$ cat src/rtl/cic_ctrl_pkg.sv
// Shared state encoding and width helper for the CIC decimator controller.
package cic_ctrl_pkg;

    typedef enum logic [1:0] {
        IDLE   = 2'd0,
        CLEAR  = 2'd1,
        WARMUP = 2'd2,
        RUN    = 2'd3
    } ctrl_state_t;

    // Bits needed to hold values 0..value-1.
    function automatic int clog2(input int value);
        int res;
        res = 0;
        for (int i = 0; i < 31; i++) begin
            if ((1 << i) < value) res = i + 1;
        end
        return res;
    endfunction

endpackage

$ cat src/rtl/cic_decim_phase_cnt.sv
// Modulo-rate phase counter: counts accepted input samples 0..rate-1 and
// flags the last sample of each decimation period.
module cic_decim_phase_cnt
    import cic_ctrl_pkg::*;
#(
    parameter int MAXRATE    = 64,
    parameter int RATE_WIDTH = 7
) (
    input  logic                  clk_i,
    input  logic                  rst_n_i,
    input  logic                  clr_i,
    input  logic                  sync_i,
    input  logic                  act_i,
    input  logic [RATE_WIDTH-1:0] rate_i,
    output logic                  act_out_o
);

    localparam int CNT_W = clog2(MAXRATE);

    logic [CNT_W-1:0] r_cnt;
    logic             w_last;

    assign w_last = (RATE_WIDTH'(r_cnt) >= (rate_i - RATE_WIDTH'(1)));

    // A sync sample is index 0 of the new period, so it never terminates one.
    assign act_out_o = act_i && !sync_i && w_last;

    // Phase count: clear wins, then sync realignment, then normal advance.
    always_ff @(posedge clk_i or negedge rst_n_i) begin
        if (!rst_n_i) begin
            r_cnt <= '0;
        end else if (clr_i) begin
            r_cnt <= '0;
        end else if (sync_i) begin
            r_cnt <= act_i ? CNT_W'(1) : '0;
        end else if (act_i) begin
            r_cnt <= w_last ? '0 : r_cnt + CNT_W'(1);
        end
    end

endmodule

$ cat src/rtl/cic_decim_ctrl.sv
// Sequencing controller for one cic_decim instance.
// state  | meaning
// IDLE   | disabled, CIC held in reset
// CLEAR  | CIC held in reset for CLEAR_CYCLES after start or rate change
// WARMUP | CIC running, outputs discarded until DISCARD have been seen
// RUN    | CIC running, outputs forwarded
module cic_decim_ctrl
    import cic_ctrl_pkg::*;
#(
    parameter int MAXRATE      = 64,
    parameter int RATE_WIDTH   = 7,
    parameter int DEFAULT_RATE = 64,
    parameter int CLEAR_CYCLES = 2,
    parameter int DISCARD      = 11
) (
    input  logic                  clk_i,
    input  logic                  rst_n_i,
    input  logic                  en_i,
    input  logic                  data_valid_i,
    input  logic [RATE_WIDTH-1:0] rate_i,
    input  logic                  rate_wr_i,
    input  logic                  sync_i,
    input  logic                  cic_val_i,
    output logic                  cic_rst_o,
    output logic                  cic_en_o,
    output logic                  cic_act_o,
    output logic                  cic_act_out_o,
    output logic                  val_o,
    output logic [RATE_WIDTH-1:0] rate_o,
    output logic                  rate_err_o,
    output logic                  busy_o
);

    localparam int CLR_W  = clog2(CLEAR_CYCLES + 1);
    localparam int DISC_W = clog2(DISCARD + 1);

    ctrl_state_t           r_state;
    ctrl_state_t           w_state_nxt;
    logic [CLR_W-1:0]      r_clr_cnt;
    logic [CLR_W-1:0]      w_clr_cnt_nxt;
    logic [DISC_W-1:0]     r_disc_cnt;
    logic [DISC_W-1:0]     w_disc_cnt_nxt;
    logic [RATE_WIDTH-1:0] r_rate;
    logic                  r_rate_err;
    logic                  r_cic_rst;

    logic w_rate_legal;
    logic w_legal_wr;
    logic w_active;
    logic w_ph_clr;
    logic w_ph_sync;

    assign w_rate_legal = (rate_i >= RATE_WIDTH'(2)) && (rate_i <= RATE_WIDTH'(MAXRATE));
    assign w_legal_wr   = rate_wr_i && w_rate_legal;
    assign w_active     = (r_state == WARMUP) || (r_state == RUN);

    assign cic_en_o   = w_active;
    assign cic_act_o  = data_valid_i && w_active;
    assign val_o      = cic_val_i && (r_state == RUN);
    assign busy_o     = en_i && (r_state != RUN);
    assign rate_o     = r_rate;
    assign rate_err_o = r_rate_err;
    assign cic_rst_o  = r_cic_rst;

    // Phase counter is only meaningful while the CIC runs; restarts zero it.
    assign w_ph_clr  = !en_i || !w_active || w_legal_wr;
    assign w_ph_sync = en_i && sync_i && w_active && !w_legal_wr;

    cic_decim_phase_cnt #(
        .MAXRATE    (MAXRATE),
        .RATE_WIDTH (RATE_WIDTH)
    ) u_phase_cnt (
        .clk_i     (clk_i),
        .rst_n_i   (rst_n_i),
        .clr_i     (w_ph_clr),
        .sync_i    (w_ph_sync),
        .act_i     (cic_act_o),
        .rate_i    (r_rate),
        .act_out_o (cic_act_out_o)
    );

    // Next state and counters; priority: disable, rate write, sync, normal flow.
    always_comb begin
        w_state_nxt    = r_state;
        w_clr_cnt_nxt  = r_clr_cnt;
        w_disc_cnt_nxt = r_disc_cnt;
        if (!en_i) begin
            w_state_nxt    = IDLE;
            w_clr_cnt_nxt  = '0;
            w_disc_cnt_nxt = '0;
        end else if (w_legal_wr && w_active) begin
            w_state_nxt    = CLEAR;
            w_clr_cnt_nxt  = '0;
            w_disc_cnt_nxt = '0;
        end else if (w_legal_wr && (r_state == CLEAR)) begin
            w_clr_cnt_nxt = '0;
        end else if (sync_i && w_active) begin
            w_state_nxt    = WARMUP;
            w_disc_cnt_nxt = '0;
        end else begin
            case (r_state)
                IDLE: begin
                    w_state_nxt   = CLEAR;
                    w_clr_cnt_nxt = '0;
                end
                CLEAR: begin
                    if (r_clr_cnt == CLR_W'(CLEAR_CYCLES - 1)) begin
                        w_state_nxt   = WARMUP;
                        w_clr_cnt_nxt = '0;
                    end else begin
                        w_clr_cnt_nxt = r_clr_cnt + CLR_W'(1);
                    end
                end
                WARMUP: begin
                    if (cic_val_i) begin
                        if (r_disc_cnt == DISC_W'(DISCARD - 1)) begin
                            w_state_nxt    = RUN;
                            w_disc_cnt_nxt = '0;
                        end else begin
                            w_disc_cnt_nxt = r_disc_cnt + DISC_W'(1);
                        end
                    end
                end
                RUN: begin
                    w_state_nxt = RUN;
                end
                default: begin
                    w_state_nxt = IDLE;
                end
            endcase
        end
    end

    // State, counters and the registered CIC reset.
    always_ff @(posedge clk_i or negedge rst_n_i) begin
        if (!rst_n_i) begin
            r_state    <= IDLE;
            r_clr_cnt  <= '0;
            r_disc_cnt <= '0;
            r_cic_rst  <= 1'b1;
        end else begin
            r_state    <= w_state_nxt;
            r_clr_cnt  <= w_clr_cnt_nxt;
            r_disc_cnt <= w_disc_cnt_nxt;
            r_cic_rst  <= (w_state_nxt == IDLE) || (w_state_nxt == CLEAR);
        end
    end

    // Rate register; a legal write is latched even while disabled.
    always_ff @(posedge clk_i or negedge rst_n_i) begin
        if (!rst_n_i) begin
            r_rate     <= RATE_WIDTH'(DEFAULT_RATE);
            r_rate_err <= 1'b0;
        end else begin
            r_rate_err <= rate_wr_i && !w_rate_legal;
            if (w_legal_wr) r_rate <= rate_i;
        end
    end

endmodule

$ cat config.mk
export PLATFORM = sky130hd
export DESIGN_NAME = cic_decim_ctrl
export DESIGN_NICKNAME = d
export VERILOG_FILES = /design/src/rtl/cic_ctrl_pkg.sv /design/src/rtl/cic_decim_phase_cnt.sv /design/src/rtl/cic_decim_ctrl.sv
export SDC_FILE = /design/constraint.sdc
export NUM_CORES = 1
export LEC_CHECK = 0
export CAP_MARGIN = 40
export CORE_MARGIN = 2
export CORE_UTILIZATION = 51
export CTS_CLUSTER_DIAMETER = 30
export DETAILED_ROUTE_END_ITERATION = 7
export GPL_TIMING_DRIVEN = 0
export HOLD_SLACK_MARGIN = 0.08
export PLACE_DENSITY = 0.79
export SLEW_MARGIN = 20
export SYNTH_ARGS = -nofsm -noshare
export SYNTH_HDL_FRONTEND = slang
export SYNTH_HIERARCHICAL = 1
export SYNTH_SLANG_ARGS = --single-unit
$ cat constraint.sdc
create_clock -name clk_i -period 4.6 [get_ports clk_i]
set_input_delay 1.38 -clock clk_i [delete_from_list [all_inputs] [get_ports clk_i]]
set_output_delay 1.38 -clock clk_i [all_outputs]
set_load 0.02 [all_outputs]
==> metrics.csv <==
stage,metric,value,unit
logic_synthesis,yosys_warnings,6,
layout,fin_nets,204,
logic_synthesis,synthCells,142,
layout,diodes,0,
power_and_ir_drop,power.density,249,nW/um^2
logic_synthesis,synth_cell_types,45,
clock_network,cts.sinks,23,
layout,syn_to_final_growth,28.8,%
power_and_ir_drop,ir_worst_vdd,0.000231,V
logic_synthesis,async_flop_share,100,%
layout,instances_no_fill,210,
timing,maxSlewHeadroom,51.7,%
power_and_ir_drop,p_clk_share,20.9,%
worst_setup_path,critical-path-max-stage-delay,0.45,ns
logic_synthesis,syn_nets,166,
timing,hold_viol_final,0,
floorplan,die-width,57.0,um
timing,maxSlewViolCount,0,
worst_setup_path,path_class,input port to primary output,
worst_setup_path,crit_fanout,2,
worst_setup_path,r2r_setup_slack,2.48,ns
global_route,antenna_found_initial,0,
routing,dr.first_iter.drc_count,14,
timing,period_share,97.3,%
placement,routabilityCongestion,0.801,
run_status,status,completed,
floorplan,top_level_ports,28,
worst_setup_path,rr_startpoint,r_state[1]$_DFF_PN0_,
worst_hold_path,hold_class,register to register,
routing,wl,3060,um
global_route,grt_pass1_vias,1210,
worst_hold_path,hold_path_depth,2,
worst_hold_path,min_to,r_clr_cnt[1]$_DFFE_PN0P_,
worst_setup_path,cp.arrival,3.10,ns
routing,wl_per_cell,14.6,um
power_and_ir_drop,p_int,0.315,mW
logic_synthesis,synth_edf_count,0,
timing,fin_tns_setup,0,ns
floorplan,die_area,3250,sq um
power_and_ir_drop,pwr-share-seq,50.9,%
timing,max_freq,223,MHz
worst_setup_path,cp-end-kind,primary output,
timing,setup_viol,0,
logic_synthesis,ys_seq_area_share,40.4,%
worst_setup_path,crit_buf_inv,2,
global_route,grt_max_degree,15,
layout,fillers,228,
worst_setup_path,crit_path_top_delay_cell,or4_4,
floorplan,start_util,52.8,%
power_and_ir_drop,p_total,0.459,mW
worst_setup_path,rr_worst_depth,8,
clock_network,htreeDepth,1,
routing,vias,1192,
worst_hold_path,min_from,r_clr_cnt[1]$_DFFE_PN0P_,
routing,drtPass1Iterations,4,
routing,drcViolationCount,0,
timing,min_period,4.48,ns
worst_setup_path,cp-start-kind,input port,
clock_network,hold_buffers,0,
clock_network,cts_buffers,3,
worst_setup_path,required,3.22,ns
placement,numPlacedInstances,201,
placement,post-dp-hpwl,2340,um
layout,drive_gt1_share,15.6,%
clock_network,clkTransAtPathRegs,0.13,ns
power_and_ir_drop,switching_power,0.144,mW
floorplan,chipHeight,57.0,um
placement,portBuffers,27,
floorplan,rows,19,
floorplan,core,2710,sq um
clock_network,clock_latency,0.32,ns
timing,rsz0062_at_grt,false,
clock_network,clockRootBuffer,clkbuf_4,
worst_setup_path,path_delay_family,simple AND/OR/NAND/NOR gates,
layout,regArea,578,sq um
layout,final_cell_mix,"clkdlybuf4s50_1, dfrtp_1, inv_1",
layout,multi_input_area,813,sq um
layout,final_common_cell,clkdlybuf4s50_1,
logic_synthesis,syn_avg_cell_area,10.1,sq um
global_route,grt_usage,21.1,%
run,drv_cap,0,
clock_network,clockBufferDepth,2,
worst_setup_path,r2r_end,u_phase_cnt/r_cnt[5]$_DFFE_PN0P_,
power_and_ir_drop,p_comb_share,28.2,%
power_and_ir_drop,p_leak,0.797,nW
global_route,grt_overflow_total,0,
global_route,grt_pass1_wl,5330,um
timing,skew,0.00405,ns
clock_network,cts_tree,built,
logic_synthesis,synthFlopType,dfrtp_1,
logic_synthesis,synth-seq-cells,23,
routing,viasPerCell,5.68,
routing,ant_nets,0,
timing,tightestPinTransition,0.722,ns
logic_synthesis,syn_area,1430,sq um
power_and_ir_drop,p_sw_share,31.3,%
worst_setup_path,crit_chain,clkdlybuf4s50_1 -> or4_4 -> nor2_4 -> mux2i_4 -> nor3_4 -> nor3b_2 -> buf_4,
[sequential cells by signal (all words and copies together), names as in the netlist]
register	flops
rate_o	7
rate_err_o	1
r_clr_cnt	2
u_phase_cnt/r_cnt	6
r_state	2
r_disc_cnt	4
cic_rst_o	1
[power groups by stage]
| stage | Sequential [mW] | Clock (mW) | Combinational (mW) |
|---|---|---|---|
| global route | 0.236 | 0.110 | 0.142 |
| finish | 0.234 | 0.0959 | 0.129 |
| floorplan | 0.248 | 0 | 0.0580 |
| detailed placement | 0.238 | 0 | 0.128 |
| global placement | 0.237 | 0 | 0.122 |
| CTS | 0.234 | 0.0999 | 0.131 |
[routing by layer]
layer	vias up	routed length, um	GRT usage [%]	share of wire (%)
met5	-	0	0	0
met4	0	40	6.98	1.3
met2	26	1560	34.8	51
met3	4	127	5.90	4.2
li1	591	-	-	-
met1	571	1330	26.8	44
[worst reg2reg max path, delay by kind of cell, from the launching register on]
| family | cells | cell delay, ns |
|---|---|---|
| AO/OA/AOI/OAI | 1 | 0.22 |
| XOR/XNOR | 1 | 0.17 |
| buffers and inverters | 3 | 0.72 |
| flip-flops | 1 | 0.34 |
| AND/OR/NAND/NOR | 3 | 0.59 |
[stage by stage]
step / hold WS, ns / setup WS [ns] / util (%) / area [sq um]
after floorplan: 0.489 / 0.247 / - / 1430
after global placement: 0.501 / -0.805 / 64.2 / 1740
after detailed placement: 0.519 / -0.858 / 64.6 / 1750
after CTS: 0.538 / 0.0108 / 67.5 / 1830
after global routing: 0.558 / 0.0275 / 68.1 / 1840
final: 0.533 / 0.122 / 68.1 / 1840
[how the worst max path moves through the flow]
| stage | from | endpoint | slack, ns | cells past startpoint |
|---|---|---|---|---|
| global route | rate_i[4] | cic_act_out_o | 0.03 | 7 |
| floorplan | rate_i[4] | cic_act_out_o | 0.25 | 5 |
| global placement | rate_i[4] | cic_act_out_o | -0.80 | 7 |
| detailed placement | rate_i[4] | cic_act_out_o | -0.86 | 7 |
| finish | rate_i[4] | cic_act_out_o | 0.12 | 7 |
| CTS | rate_i[2] | cic_act_out_o | 0.01 | 7 |
[Yosys cell counts, types with 2 or more instances]
| library cell | count | share of area [%] |
|---|---|---|
| nand3b_1 | 2 | 1.0 |
| dfstp_2 | 2 | 3.7 |
| and3_1 | 2 | 0.87 |
| or3_1 | 2 | 0.87 |
| nand2_1 | 9 | 2.4 |
| nand3_1 | 6 | 2.1 |
| nor2_1 | 2 | 0.52 |
| nand4_1 | 2 | 0.87 |
| ha_1 | 10 | 8.7 |
| o21ai_0 | 4 | 1.4 |
| nand2b_1 | 2 | 0.87 |
| mux2_2 | 4 | 3.1 |
| a31oi_1 | 3 | 1.3 |
| mux2_1 | 2 | 1.6 |
| xnor2_1 | 4 | 2.4 |
| a21oi_1 | 5 | 1.7 |
| a21o_1 | 2 | 1.0 |
| inv_1 | 12 | 3.1 |
| nor2b_1 | 2 | 0.87 |
| nor3_1 | 7 | 2.4 |
| a211oi_1 | 6 | 3.1 |
| xor2_1 | 5 | 3.1 |
| a221oi_1 | 2 | 1.2 |
| dfrtp_1 | 21 | 37 |
| clkbuf_1 | 4 | 1.0 |
[logic make-up (layout without fill, tap and decap cells)]
family / count (synthesis) / after routing / share of synthesized area, %
AO/OA/AOI/OAI: 30 / 30 / 15.6
XOR/XNOR: 9 / 9 / 5.51
adder cells (fa/ha/maj): 10 / 10 / 8.74
buffers and inverters: 16 / 53 / 4.20
flip-flops: 23 / 23 / 40.4
multiplexers: 8 / 8 / 6.73
AND/OR/NAND/NOR: 46 / 46 / 18.9
[timing repair]
item | 4_1_cts | 5_1_grt
cloned | 0 | 0
gates resized for setup | 8 | 3
pin swaps | 4 | 3
setup endpoints to repair | 1 | 1
setup buffers | 4 | 1
[final cells by class]
class                           instances  share of cell area (%)
Multi-Input combinational cell        103                    44.1
Sequential cell                        23                    31.3
Timing Repair Buffer                   33                    17.6
Inverter                               12                    2.44
Tap cell                               31                    2.10
Clock buffer                            3                    1.22
Buffer                                  4                   0.814
Clock inverter                          1                   0.407
Power figures use the tool's default switching activity.
